--- src/rtl/dti_rr_arbiter.sv ---
// dti_rr_arbiter: round-robin arbiter sharing one registered DTI output among
// NUM producers. Each output beat is tagged with the index of its source.
// Defining DTI_RR_ARBITER_LOCK_EN enables transaction locking. In that build,
// bit DIN-1 of a beat is the end-of-transaction flag, and a multi-beat
// transaction from one requester stays contiguous on the output.
module dti_rr_arbiter #(
   parameter  int unsigned NUM   = 4,
   parameter  int unsigned DIN   = 16,
   localparam int unsigned IDX_W = $clog2(NUM)
) (
   input  logic                 clk,
   input  logic                 rst,
   input  logic [NUM*DIN-1:0]   din_data,
   input  logic [NUM-1:0]       din_valid,
   output logic [NUM-1:0]       din_ready,
   output logic [DIN+IDX_W-1:0] dout_data,
   output logic                 dout_valid,
   input  logic                 dout_ready
);

   logic             out_valid_q, out_valid_d;
   logic [DIN-1:0]   out_data_q, out_data_d;
   logic [IDX_W-1:0] out_idx_q, out_idx_d;
   logic [IDX_W-1:0] ptr_q, ptr_d;
   logic [NUM-1:0]   elig;
   logic             accept;
   logic             xfer;
   logic             gnt_found;
   logic [IDX_W-1:0] gnt_idx;
   logic [IDX_W-1:0] gnt_next;
   logic [DIN-1:0]   gnt_data;

   assign accept     = !out_valid_q || dout_ready;
   assign xfer       = accept && gnt_found;
   assign dout_valid = out_valid_q;
   assign dout_data  = {out_idx_q, out_data_q};
   assign gnt_next   = (gnt_idx == IDX_W'(NUM - 1)) ? '0 : gnt_idx + 1'b1;

`ifdef DTI_RR_ARBITER_LOCK_EN
   logic             lock_q, lock_d;
   logic [IDX_W-1:0] lock_idx_q, lock_idx_d;

   // While a transaction is locked, only its owner may be granted.
   always_comb begin
      elig = din_valid;
      if (lock_q) begin
         elig             = '0;
         elig[lock_idx_q] = din_valid[lock_idx_q];
      end
   end
`else
   assign elig = din_valid;
`endif

   // Search from ptr upward, wrapping at NUM-1, for the first eligible requester.
   always_comb begin : grant_search
      int unsigned      cand;
      logic [IDX_W-1:0] ci;
      cand      = 0;
      ci        = '0;
      gnt_found = 1'b0;
      gnt_idx   = '0;
      gnt_data  = '0;
      for (int unsigned k = 0; k < NUM; k++) begin
         cand = int'(ptr_q) + k;
         if (cand >= NUM) cand = cand - NUM;
         ci = IDX_W'(cand);
         if (!gnt_found && elig[ci]) begin
            gnt_found = 1'b1;
            gnt_idx   = ci;
            gnt_data  = din_data[ci*DIN +: DIN];
         end
      end
   end

   // One-hot ready to the granted requester; held low while reset is asserted.
   always_comb begin
      din_ready = '0;
      if (xfer && rst) din_ready[gnt_idx] = 1'b1;
   end

   // Next state of the output register, the round-robin pointer and the lock.
   always_comb begin
      out_valid_d = out_valid_q;
      out_data_d  = out_data_q;
      out_idx_d   = out_idx_q;
      ptr_d       = ptr_q;
`ifdef DTI_RR_ARBITER_LOCK_EN
      lock_d      = lock_q;
      lock_idx_d  = lock_idx_q;
`endif
      if (accept) begin
         out_valid_d = gnt_found;
         if (gnt_found) begin
            out_data_d = gnt_data;
            out_idx_d  = gnt_idx;
`ifdef DTI_RR_ARBITER_LOCK_EN
            // The pointer only moves past a requester once its transaction ends.
            if (gnt_data[DIN-1]) begin
               ptr_d  = gnt_next;
               lock_d = 1'b0;
            end else if (!lock_q) begin
               lock_d     = 1'b1;
               lock_idx_d = gnt_idx;
            end
`else
            ptr_d = gnt_next;
`endif
         end
      end
   end

   // State registers with asynchronous active-low clear.
   always_ff @(posedge clk or negedge rst) begin
      if (!rst) begin
         out_valid_q <= 1'b0;
         out_data_q  <= '0;
         out_idx_q   <= '0;
         ptr_q       <= '0;
`ifdef DTI_RR_ARBITER_LOCK_EN
         lock_q      <= 1'b0;
         lock_idx_q  <= '0;
`endif
      end else begin
         out_valid_q <= out_valid_d;
         out_data_q  <= out_data_d;
         out_idx_q   <= out_idx_d;
         ptr_q       <= ptr_d;
`ifdef DTI_RR_ARBITER_LOCK_EN
         lock_q      <= lock_d;
         lock_idx_q  <= lock_idx_d;
`endif
      end
   end

endmodule

--- config.mk ---
export PLATFORM = sky130hd
export DESIGN_NAME = dti_rr_arbiter
export DESIGN_NICKNAME = d
export VERILOG_FILES = /design/src/rtl/dti_rr_arbiter.sv
export SDC_FILE = /design/constraint.sdc
export NUM_CORES = 1
export LEC_CHECK = 0
export ABC_AREA = 1
export CORE_MARGIN = 2
export CORE_UTILIZATION = 45
export CTS_CLUSTER_SIZE = 12
export DETAILED_ROUTE_END_ITERATION = 12
export PLACE_DENSITY = 0.84
export SYNTH_ARGS = -nofsm -noshare
export SYNTH_HDL_FRONTEND = slang
export SYNTH_SLANG_ARGS = --single-unit
--- constraint.sdc ---
create_clock -name clk -period 2.27 [get_ports clk]
set_input_delay 0.454 -clock clk [delete_from_list [all_inputs] [get_ports clk]]
set_output_delay 0.454 -clock clk [all_outputs]
set_load 0.05 [all_outputs]
==> results_dict.tcl <==
set metrics [dict create \
    tightest_slew_ns 0.553 \
    syn_inst 705 \
    final_cell_mix "nand2_1 (501), clkdlybuf4s50_1 (85), nand3_1 (53)" \
    combPwrFrac_pct 88.1 \
    avgSynthCellArea_sq_um 4.78 \
    mappedNetlistNets 780 \
    routabilityCongestion 0.858 \
    criticalPathCategory "reg2out" \
    layout-drive-gt1-share_pct 12.0 \
    path_max_fanout 5 \
    clk_pin_slew_ns 0.08 \
    p_int_mw 3.03 \
    areaGrowthSynthToFinish_pct 41.1 \
    dr.first_iter.drc_count 425 \
    antenna_found_initial 0 \
    grt_overflow 0 \
    p_switching_mw 4.65 \
    vdd_drop_max_mv 0.882 \
    dr.pass1.iters 5 \
    rsz0062_at_grt "yes" \
    hp-class "reg2reg" \
    fmax_mhz 386 \
    slew_headroom_pct 63.0 \
    fp-row-count 31 \
    finalSetupViolations 4 \
    status "complete, but fails checks" \
    coreArea_sq_um 7250 \
    rr_endpoint "out_data_q[1]" \
    p_clk_share_pct 3.2 \
    synthesis.area_sq_um 3370 \
    die_w_um 90.5 \
    io_buffers 93 \
    r2r-start "ptr_q[1]" \
    final_common_cell "nand2_1" \
    synth-warning-count 0 \
    initial_core_util_pct 46.4 \
    design_area_sq_um 4750 \
    skew_ns 0.00280 \
    cp-end-kind "output pin" \
    period_share_pct 114 \
    cts_tree "built" \
    ant_nets 0 \
    postPlaceCellArea_sq_um 4540 \
    hpwlAfterDp_um 7880 \
    diodes 0 \
    clock_latency_ns 0.26 \
    nNetsFinal 877 \
    clock_sinks 21 \
    dieHeight_um 90.5 \
    cellLeakagePower_nw 2.75 \
    cts-root-buf "clkbuf_8" \
    r2r_slack_ns 0.29 \
    p_per_area_nw_per_um2 1620 \
    crit_path_end "din_ready[2]" \
    cap_violations 0 \
    seqPwrFrac_pct 8.6 \
    worstPathArrival_ns 2.13 \
    synth.distinct_cells 22 \
    crit_required_ns 1.82 \
    finish.utilization_pct 65.5 \
    postRouteWirelength_um 11100 \
    seq_area_frac_synth_pct 15.6 \
    route.detailed.drc 0 \
    holdCritStartpoint "out_data_q[12]" \
    wl_per_cell_um 12.3 \
    grt_pass1_vias 4084 \
    final.setup.worst_slack_ns -0.318 \
    grt_pass1_wl_um 18200 \
    dieArea_sq_um 8190 \
    pin_count 94 \
    worst_setup_path_start_kind "flip-flop" \
    final_cells 900 \
    drv_slew 0 \
    finalPower_mw 7.68 \
    cts_max_level 1 \
    ff2ff_path_depth 14 \
    netSwitchingFraction_pct 60.6 \
    finalCriticalPeriod_ns 2.59 \
    cp-startpoint "ptr_q[1]" \
    grt_max_degree 49 \
    ys_seq_elements 21 \
    vias_per_cell 5.19 \
    routed-via-count 4668 \
    cts_buffer_depth 2 \
    grtUsageTotal_pct 25.8 \
    cts_buffers 3 \
    failed_checks "setup timing" \
    hold_violations 0 \
    placedCellCount 884 \
]
cell type report:
type / instances / area, sq um
clock buffer: 3 / 41.3
clock inverter: 1 / 5.00
fill: 665 / 2500
inverter: 34 / 133
multi-input combinational: 607 / 2600
sequential: 21 / 528
tap: 99 / 124
timing repair buffer: 135 / 1320
power groups by stage:
stage | Combinational [mW] | Sequential [mW] | Clock [mW]
floorplan | 3.95 | 1.12 | 0
global placement | 6.05 | 0.658 | 0
detailed placement | 6.21 | 0.656 | 0
CTS | 6.47 | 0.656 | 0.250
global route | 7.45 | 0.681 | 0.269
finish | 6.77 | 0.664 | 0.248
kinds of logic (layout without fill, tap and decap cells):
family / after synthesis / count (layout) / share of synthesized area, %
flip-flops: 21 / 21 / 15.6
AND/OR/NAND/NOR: 599 / 599 / 72.0
buffers and inverters: 77 / 173 / 10.0
adder cells (fa/ha/maj): 4 / 4 / 1.49
AO/OA/AOI/OAI: 4 / 4 / 0.929
worst max-delay path: stages (launching register included):
cell      delay, ns
dfrtp_2        0.46
buf_6          0.13
nand2_1        0.07
nand2_2        0.08
nand2_2        0.11
nand2_4        0.09
nor2_8         0.15
nand3b_4       0.10
inv_2          0.09
nor2_4         0.05
inv_2          0.06
ha_2           0.16
inv_2          0.04
nor2_4         0.12
buf_12         0.14
worst min path at each step:
stage	slack, ns	cells past startpoint	endpoint
after floorplan	0.16	0	dout_valid
after global routing	0.51	2	out_data_q[12]
after CTS	0.49	2	out_data_q[12]
after detailed placement	0.47	2	out_data_q[12]
after global placement	0.46	2	out_data_q[12]
final	0.48	2	out_data_q[12]
synth_stat cells, drive strengths merged:
| cell type | number | area [sq um] |
|---|---|---|
| nand3b | 1 | 11.3 |
| buf | 25 | 141 |
| nand4 | 17 | 106 |
| dfrtp | 21 | 526 |
| ha | 4 | 50.1 |
| nand3 | 57 | 295 |
| nand2 | 518 | 1970 |
| clkbuf | 18 | 67.6 |
| inv | 34 | 128 |
| o21ai | 3 | 26.3 |
| nor2 | 6 | 38.8 |
| a21oi | 1 | 5.00 |
metal layers:
metal	vias up	part of all wire, %	GRT usage, %	wire length (um)
li1	2343	-	-	-
met1	2083	43	35.3	4800
met2	214	48	44.3	5310
met3	28	7.1	1.59	784
met4	0	1.8	6.41	199
met5	-	0	0	0
registers in the layout, indices dropped and copies added (netlist names):
| name | count |
|---|---|
| out_idx_q | 2 |
| dout_valid | 1 |
| ptr_q | 2 |
| out_data_q | 16 |
what timing repair did:
item,in CTS,in global routing
gates resized for setup,25,12
setup endpoints to repair,4,4
hold buffers,0,0
buffers inserted,6,6
pin swaps,8,8
metrics by stage:
stage          setup slack [ns]  hold slack, ns  TNS, ns
3_5_place_dp             -0.455           0.465    -1.81
2_1_floorplan           -0.0128           0.158  -0.0128
3_3_place_gp             -0.351           0.463    -1.32
5_1_grt                  -0.441           0.513    -1.73
6_report                 -0.318           0.482    -1.25
4_1_cts                  -0.293           0.486    -1.14
(Power assumes the default switching activity.)
